<file path="src/rtl/draw_layer_arbiter.sv">
// Per-pixel layer priority mux (1-cycle registered) and per-frame ball collision monitor.
// Optional build macro COLLISION_COUNT_EN adds a saturating collision-pixel counter output.
module draw_layer_arbiter #(
  parameter int          N_LAYERS    = 4,
  parameter logic [7:0]  TRANSPARENT = 8'hFF,
  parameter int          X_MAX       = 639,
  parameter int          Y_MAX       = 479
) (
  input  logic                    CLK,
  input  logic                    RESETn,
  input  logic                    startOfFrame,
  input  logic [10:0]             oCoord_X,
  input  logic [10:0]             oCoord_Y,
  input  logic [7:0]              bg_rgb,
  input  logic [N_LAYERS-1:0]     layer_req,
  input  logic [8*N_LAYERS-1:0]   layer_rgb,
  output logic [7:0]              mVGA_RGB,
  output logic                    collision_valid,
  output logic [N_LAYERS-1:0]     collision_mask,
  output logic [10:0]             first_hit_x,
  output logic [10:0]             first_hit_y
`ifdef COLLISION_COUNT_EN
  ,
  output logic [15:0]             collision_count
`endif
);

  typedef enum logic [1:0] {
    WAIT_SOF = 2'd0,
    ACTIVE   = 2'd1,
    REPORT   = 2'd2
  } state_t;

  localparam logic [10:0] X_LIM = 11'(X_MAX);
  localparam logic [10:0] Y_LIM = 11'(Y_MAX);

  state_t                state_r, state_next_s;
  logic                  visible_s;
  logic [N_LAYERS-1:0]   valid_s;
  logic [N_LAYERS-1:0]   hit_vec_s;
  logic                  coll_s;
  logic                  acc_en_s;
  logic                  frame_edge_s;
  logic [7:0]            pix_s;
  logic [N_LAYERS-1:0]   acc_mask_r;
  logic                  hit_seen_r;
  logic [10:0]           hit_x_r;
  logic [10:0]           hit_y_r;

  // Layer validity, priority select and ball-overlap detection
  always_comb begin
    visible_s = (oCoord_X <= X_LIM) && (oCoord_Y <= Y_LIM);
    valid_s   = '0;
    hit_vec_s = '0;
    pix_s     = bg_rgb;
    for (int i = 0; i < N_LAYERS; i++) begin
      valid_s[i] = layer_req[i] && (layer_rgb[8*i +: 8] != TRANSPARENT) && visible_s;
    end
    // Walk from lowest priority upward so the lowest valid index ends up winning
    for (int i = N_LAYERS-1; i >= 0; i--) begin
      if (valid_s[i]) begin
        pix_s = layer_rgb[8*i +: 8];
      end else begin
        pix_s = pix_s;
      end
    end
    if (!visible_s) begin
      pix_s = 8'h00;
    end else begin
      pix_s = pix_s;
    end
    for (int j = 1; j < N_LAYERS; j++) begin
      hit_vec_s[j] = valid_s[0] && valid_s[j];
    end
    coll_s       = |hit_vec_s;
    acc_en_s     = (state_r == ACTIVE) || (state_r == REPORT);
    frame_edge_s = startOfFrame && acc_en_s;
  end

  // Frame-tracking next-state logic
  always_comb begin
    state_next_s = state_r;
    case (state_r)
      WAIT_SOF: state_next_s = startOfFrame ? ACTIVE : WAIT_SOF;
      ACTIVE:   state_next_s = startOfFrame ? REPORT : ACTIVE;
      REPORT:   state_next_s = startOfFrame ? REPORT : ACTIVE;
      default:  state_next_s = WAIT_SOF;
    endcase
  end

  // State register
  always_ff @(posedge CLK or negedge RESETn) begin
    if (!RESETn) begin
      state_r <= WAIT_SOF;
    end else begin
      state_r <= state_next_s;
    end
  end

  // Registered pixel output
  always_ff @(posedge CLK or negedge RESETn) begin
    if (!RESETn) begin
      mVGA_RGB <= 8'h00;
    end else begin
      mVGA_RGB <= pix_s;
    end
  end

  // Per-frame accumulator; a hit on the boundary pixel seeds the new frame
  always_ff @(posedge CLK or negedge RESETn) begin
    if (!RESETn) begin
      acc_mask_r <= '0;
      hit_seen_r <= 1'b0;
      hit_x_r    <= 11'd0;
      hit_y_r    <= 11'd0;
    end else if (frame_edge_s) begin
      acc_mask_r <= hit_vec_s;
      hit_seen_r <= coll_s;
      if (coll_s) begin
        hit_x_r <= oCoord_X;
        hit_y_r <= oCoord_Y;
      end
    end else if (acc_en_s) begin
      acc_mask_r <= acc_mask_r | hit_vec_s;
      if (coll_s && !hit_seen_r) begin
        hit_seen_r <= 1'b1;
        hit_x_r    <= oCoord_X;
        hit_y_r    <= oCoord_Y;
      end
    end else begin
      acc_mask_r <= '0;
      hit_seen_r <= 1'b0;
    end
  end

  // Report registers, latched at each frame boundary
  always_ff @(posedge CLK or negedge RESETn) begin
    if (!RESETn) begin
      collision_valid <= 1'b0;
      collision_mask  <= '0;
      first_hit_x     <= 11'd0;
      first_hit_y     <= 11'd0;
    end else if (frame_edge_s) begin
      collision_valid <= |acc_mask_r;
      collision_mask  <= acc_mask_r;
      if (hit_seen_r) begin
        first_hit_x <= hit_x_r;
        first_hit_y <= hit_y_r;
      end
    end else begin
      collision_valid <= 1'b0;
    end
  end

`ifdef COLLISION_COUNT_EN
  logic [15:0] count_acc_r;

  // Saturating collision-pixel counter and its per-frame snapshot
  always_ff @(posedge CLK or negedge RESETn) begin
    if (!RESETn) begin
      count_acc_r     <= 16'd0;
      collision_count <= 16'd0;
    end else if (frame_edge_s) begin
      count_acc_r     <= coll_s ? 16'd1 : 16'd0;
      collision_count <= count_acc_r;
    end else if (acc_en_s) begin
      if (coll_s && (count_acc_r != 16'hFFFF)) begin
        count_acc_r <= count_acc_r + 16'd1;
      end
    end else begin
      count_acc_r <= 16'd0;
    end
  end
`endif

endmodule

</file>
<file path="config.mk">
export PLATFORM = sky130hd
export DESIGN_NAME = draw_layer_arbiter
export DESIGN_NICKNAME = d
export VERILOG_FILES = /design/src/rtl/draw_layer_arbiter.sv
export SDC_FILE = /design/constraint.sdc
export NUM_CORES = 1
export LEC_CHECK = 0
export ABC_AREA = 1
export CORE_MARGIN = 1
export CORE_UTILIZATION = 40
export DETAILED_ROUTE_END_ITERATION = 12
export GPL_TIMING_DRIVEN = 0
export PLACE_DENSITY = 0.76
export SLEW_MARGIN = 20
export SYNTH_ARGS = -nofsm -noshare
export SYNTH_HDL_FRONTEND = slang
export SYNTH_SLANG_ARGS = --single-unit
export TNS_END_PERCENT = 30
</file>
<file path="constraint.sdc">
create_clock -name CLK -period 3.75 [get_ports CLK]
set_input_delay 0.375 -clock CLK [delete_from_list [all_inputs] [get_ports CLK]]
set_output_delay 0.375 -clock CLK [all_outputs]
set_load 0.02 [all_outputs]
</file>
==> results of run 1 <==
## cells in the mapped netlist
cell type,instances,share of area
sky130_fd_sc_hd__nand3_1,28,0.049
sky130_fd_sc_hd__a21oi_1,28,0.049
sky130_fd_sc_hd__nor2_2,3,0.0066
sky130_fd_sc_hd__inv_2,2,0.0026
sky130_fd_sc_hd__clkinv_1,2,0.0026
sky130_fd_sc_hd__o21ai_2,1,0.0031
sky130_fd_sc_hd__nand3_4,1,0.0061
sky130_fd_sc_hd__clkbuf_1,1,0.0013
sky130_fd_sc_hd__mux2_2,19,0.075
sky130_fd_sc_hd__buf_4,1,0.0026
sky130_fd_sc_hd__nor2_1,12,0.016
sky130_fd_sc_hd__nand2_2,1,0.0022
sky130_fd_sc_hd__conb_1,1,0.0013
sky130_fd_sc_hd__buf_2,6,0.011
sky130_fd_sc_hd__dfrtp_1,62,0.54
sky130_fd_sc_hd__buf_6,3,0.012
sky130_fd_sc_hd__nand3_2,1,0.0035
sky130_fd_sc_hd__nor2_4,2,0.0079
sky130_fd_sc_hd__o21ai_0,13,0.023
sky130_fd_sc_hd__ha_1,1,0.0044
sky130_fd_sc_hd__nand2_1,115,0.15
sky130_fd_sc_hd__inv_1,20,0.026
## power groups by stage
stage	sequential (uW)	combinational (uW)	clock, uW
final	741	318	647
after global routing	746	359	696
after floorplan	757	154	0
after global placement	750	307	0
after CTS	741	322	661
after detailed placement	753	321	0
## worst min-delay path by stage
stage | from | end | slack (ns) | cells past startpoint
finish | RESETn | first_hit_x[10] | 0.43 | 2
CTS | RESETn | first_hit_x[6] | 0.42 | 2
global placement | hit_y_r[0] | hit_y_r[0] | 0.45 | 2
floorplan | RESETn | acc_mask_r[1] | 0.08 | 0
global route | RESETn | hit_x_r[2] | 0.44 | 2
detailed placement | RESETn | first_hit_y[9] | 0.24 | 1
## metal layers
metal,track usage,vias to the layer above,wire [um]
met3,0.05524,10,506
met4,0.07576,0,111
met5,0,-,0
li1,-,1266,-
met1,0.2243,1152,2824
met2,0.3276,110,3212
## sequential cells by signal, indices dropped and copies added, names as in the netlist
name,count
collision_valid,1
state_r,2
acc_mask_r,3
hit_seen_r,1
collision_mask,3
hit_y_r,11
mVGA_RGB,8
first_hit_x,11
hit_x_r,11
first_hit_y,11
## cell families (layout without fill, tap and decap cells)
group,count (synthesis),after routing,share of synthesized area
other,1,1,0.001315
flip-flops,62,62,0.5439
adder cells (fa/ha/maj),1,1,0.004385
buffers and inverters,35,154,0.05790
multiplexers,19,19,0.07500
AND/OR/NAND/NOR,163,163,0.2425
AO/OA/AOI/OAI,42,42,0.07500
## repair_timing
action	in CTS	in global routing
setup endpoints to repair	0	0
hold buffers	1	0
hold endpoints to repair	12	0
## through the flow
step           total power [uW]  hold slack, ns  utilization  instances  instance area, um2
5_1_grt                    1800          0.4431       0.6222        538                4250
3_3_place_gp               1057          0.4495       0.5846        521                3994
4_1_cts                    1725          0.4192       0.6222        538                4250
2_1_floorplan             911.0         0.07941            -        323                2853
6_report                   1706          0.4318       0.6222        538                4250
3_5_place_dp               1074          0.2379       0.5883        522                4019
## cell type report
class                           count  area, um2
Buffer                             11      75.07
Clock buffer                       11      151.4
Clock inverter                      4      70.07
Fill cell                         600       2581
Inverter                           24      90.09
Multi-Input combinational cell    226       1136
Sequential cell                    62       1551
Tap cell                           96      120.1
Timing Repair Buffer              104       1056
==> out/qor.csv, run 1 <==
metric,value,unit
power_density,401.3,nW/um2
diodes,0,
worst_path_largest_cell_delay,0.44,ns
clock_power_share,0.379,
hold_wc_path_type,in2async,
r2r_start,state_r[0],
synthesis.area_per_instance,8.832,um2
yosys_warnings,0,
fin_worst_skew,0.007706,ns
regToRegSetupSlack,1.77,ns
numClockSinks,62,
via_count,2538,
grt_first_pass_wirelength,10.96,mm
timing.critical_path.max_delay_family,simple AND/OR/NAND/NOR gates,
achievable-frequency,498.3,MHz
syn-num-nets,393,
globalplace.congestion,0.8574,
post_synth_inst_count,323,
floorplan.initialDensity,0.4176,
clockRootBuffer,sky130_fd_sc_hd__clkbuf_8,
post-route-drc-count,0,
timing_hold_violations_final,0,
worst_ir_drop_vdd,0.0001974,V
grt_pass1_vias,2507,
grt-ovfl-total,0,
h-tree-depth,3,
placement_rows,30,
power_leakage,0.002107,uW
first_iter_violations,101,
worst-path-stages,12,
fp.dieW,86.45,um
synth_seq_area_share,0.5439,
postRouteWirelength,6.655,mm
worst_setup_hold_path_clk_slew,0.07,ns
remaining_antenna_violation_count,0,
tritoncts,yes,
layout_worst_path_cycle_share,0.5352,
die-height,86.45,um
flow.area_growth_from_synthesis,48.99,%
timing.final.crit_period,2.007,ns
worstPathRequired,3.97,ns
critical_path.reg2reg.endpoint,first_hit_y[5],
critical_path_source,oCoord_Y[8],
fin_setup_tns,0,ns
via_cell_ratio,4.717,
drv_slew,0,
antenna_found_initial,0,
detailed_place_hpwl,5.173,mm
number_of_synthesized_register_bits,62,
core_area,6832,um2
cts.path.max_buffers,2,
clk_latency,0.33,ns
setup_viol,0,
cts_made_buffers,9,
p_comb_frac,0.186,
postCtsSetupBuffers,0,
switching_share,0.2627,
synth_cell_type_count,22,
crit_buf_inv,3,
layout_common_cells,"sky130_fd_sc_hd__nand2_1 (115), sky130_fd_sc_hd__clkdlybuf4s50_1 (101), sky130_fd_sc_hd__dfrtp_1 (62)",
die_ar,7474,um2
worstSetupPathType,in2reg,
drv_cap,0,
num_io_pins,104,
crit_path_end_kind,flop,
timing.reg2reg.worst_path_depth,7,
end_of_the_critical_path,hit_x_r[5],
nets_final,508,
power.internal,1258,uW
timing.critical_path.mode_cell,sky130_fd_sc_hd__nand2_1,
layout-drive-gt1-share,0.1290,
cts-resized-gates,0,
status,completed,
timing.final.ws_setup,1.743,ns
critical_path.cell_chain,clkdlybuf4s50_1 -> nand2_1 -> clkinv_1 -> nand2_1 -> nand3_4 -> nor2_2 -> nand2_1 -> nand3_2 -> nand2_1 -> buf_2 -> nand2_1 -> nand2_1,
drt_first_pass_iters,4,
critical_path_arrival,2.23,ns
placement.io_buffers,102,
pre_cts_ws,1.391,ns
globalRouteTotalUtil,0.1904,
crit_slowest_cell,sky130_fd_sc_hd__clkdlybuf4s50_1,
seq_power_share,0.434,
route.detailed.wl_per_inst,12.37,um
timing.critical_path.from_type,input port,
critical_path_peak_fanout,10,
layout_commonest_cell,sky130_fd_sc_hd__nand2_1,
mappedNetlistArea,2853,um2
switchingPower,448.1,uW
grt_start_max_net_pins,51,
grt_setup_unrepaired,no,
Note: power is estimated with default switching activity, not from simulation.
==> inputs of run 2 (changes only) <==
clock period = 2 ns   (was 3.75 ns; I/O delays follow)
==> run 2 against run 1 <==
Against the previous run:
- global-route usage unchanged
- design area rose by 0.15%
- final cell count stayed put
- critical path depth unchanged
- sequential power rose by 88%
- non-clock buffer count unchanged
- total power increased by 88%
- core utilization rose by 0.092 points
- clock-buffer cell count is the same
- die area stayed put
- combinational power up 89%
- sequential share of layout area decreased by 0.054 points
- critical endpoint unchanged
==> out/qor.csv, run 2 (synthesis gave the netlist of run 1 again) <==
metric,value,unit
status,completed,
p_comb_frac,0.188,
pre_cts_ws,-0.1840,ns
postCtsSetupBuffers,0,
h-tree-depth,3,
placement_rows,30,
globalplace.congestion,0.8574,
worstSetupPathType,in2reg,
post-route-drc-count,0,
core_area,6832,um2
power_leakage,0.002113,uW
num_io_pins,104,
via_cell_ratio,4.714,
grt_pass1_vias,2507,
placement.io_buffers,102,
grt-ovfl-total,0,
dpl_cell_area,4019,um2
grt_start_max_net_pins,51,
timing.final.crit_period,1.832,ns
globalRouteTotalUtil,0.1904,
drv_cap,0,
route.detailed.wl_per_inst,12.37,um
numClockSinks,62,
layout_common_cells,"sky130_fd_sc_hd__nand2_1 (114), sky130_fd_sc_hd__clkdlybuf4s50_1 (101), sky130_fd_sc_hd__dfrtp_1 (62)",
grt_first_pass_wirelength,10.96,mm
seq_power_share,0.433,
diodes,0,
die_ar,7474,um2
fp.dieW,86.45,um
setup_viol,0,
fin_worst_skew,0.007668,ns
critical_path_peak_fanout,10,
antenna_found_initial,0,
timing.critical_path.from_type,input port,
clockRootBuffer,sky130_fd_sc_hd__clkbuf_8,
clk_latency,0.33,ns
layout_worst_path_cycle_share,0.9161,
power_density,752.6,nW/um2
switching_share,0.2624,
drv_slew,0,
power.internal,2363,uW
remaining_antenna_violation_count,0,
tritoncts,yes,
flow.area_growth_from_synthesis,49.21,%
total_power,3204,uW
cts_made_buffers,9,
crit_path_end_kind,flop,
timing_hold_violations_final,0,
timing.final.ws_setup,0.1678,ns
floorplan.initialDensity,0.4176,
first_iter_violations,99,
cts.path.max_buffers,2,
postLayoutCellArea,4257,um2
drt_first_pass_iters,4,
nets_final,508,
hold_wc_path_type,in2async,
via_count,2536,
die-height,86.45,um
worst_setup_hold_path_clk_slew,0.07,ns
worstPathRequired,2.22,ns
clock_power_share,0.379,
switchingPower,840.7,uW
achievable-frequency,545.8,MHz
layout-drive-gt1-share,0.1335,
layout_commonest_cell,sky130_fd_sc_hd__nand2_1,
detailed_place_hpwl,5.173,mm
grt_setup_unrepaired,no,
postRouteWirelength,6.656,mm
timing.reg2reg.worst_path_depth,7,
worst_ir_drop_vdd,0.0003698,V
critical_path_arrival,2.05,ns
finalHoldWorstSlack,0.2570,ns
## run 2: cell counts in the layout (fill, tap and decap cells not counted)
Identical to the previous run, type by type.
## run 2: stage by stage
step	cells	setup TNS, ns	util
after floorplan	323	0	-
after global placement	521	-74.95	0.5846
after detailed placement	522	-4.153	0.5883
after CTS	538	0	0.6225
after global routing	538	0	0.6231
final	538	0	0.6231
## run 2: layout make-up
cell class	count	area, um2
flip-flops and latches	62	1551
inverters	24	90.09
clock inverters	4	70.07
multi-input cells	226	1139
fillers	598	2575
repair buffers	104	1056
clock buffers	11	151.4
plain buffers	11	78.83
well taps	96	120.1
## run 2: metal layers
metal / global-route usage / vias to the layer above / routed length [um]
li1: - / 1266 / -
met1: 0.2243 / 1152 / 2825
met2: 0.3276 / 108 / 3215
met3: 0.05524 / 10 / 504
met4: 0.07576 / 0 / 111
met5: 0 / - / 0
## run 2: power by group through the flow
stage / Sequential [uW] / Combinational (uW) / Clock [uW]
after CTS: 1390 / 605 / 1240
after floorplan: 1420 / 289 / 0
after global routing: 1400 / 680 / 1310
after detailed placement: 1410 / 601 / 0
after global placement: 1410 / 576 / 0
final: 1390 / 602 / 1210
## run 2: worst paths after layout
kind	slack, ns	endpoint	from
setup / recovery	0.17	hit_x_r[5]	oCoord_Y[8]
hold / removal	0.26	first_hit_x[10]	RESETn
setup reg to reg	0.18	first_hit_x[5]	state_r[0]
hold reg to reg	0.47	hit_x_r[3]	hit_x_r[3]
max in group asynchronous	1.26	mVGA_RGB[5]	RESETn
min in group CLK	0.43	hit_y_r[4]	oCoord_Y[4]
## run 2: what timing repair did
action,CTS,global route
hold buffers,1,0
endpoints found under the setup margin,2,24
endpoints found under the hold margin,62,0
resized for setup,1,3
## run 2: critical path, stage by stage
cell and delay [ns]:
sky130_fd_sc_hd__clkdlybuf4s50_1 0.44, sky130_fd_sc_hd__nand2_1 0.09, sky130_fd_sc_hd__clkinv_1 0.05, sky130_fd_sc_hd__nand2_1 0.13
sky130_fd_sc_hd__nand3_4 0.13, sky130_fd_sc_hd__nor2_2 0.31, sky130_fd_sc_hd__nand2_1 0.15, sky130_fd_sc_hd__nand3_2 0.10
sky130_fd_sc_hd__nand2_1 0.10, sky130_fd_sc_hd__buf_2 0.21, sky130_fd_sc_hd__nand2_1 0.08, sky130_fd_sc_hd__nand2_1 0.06
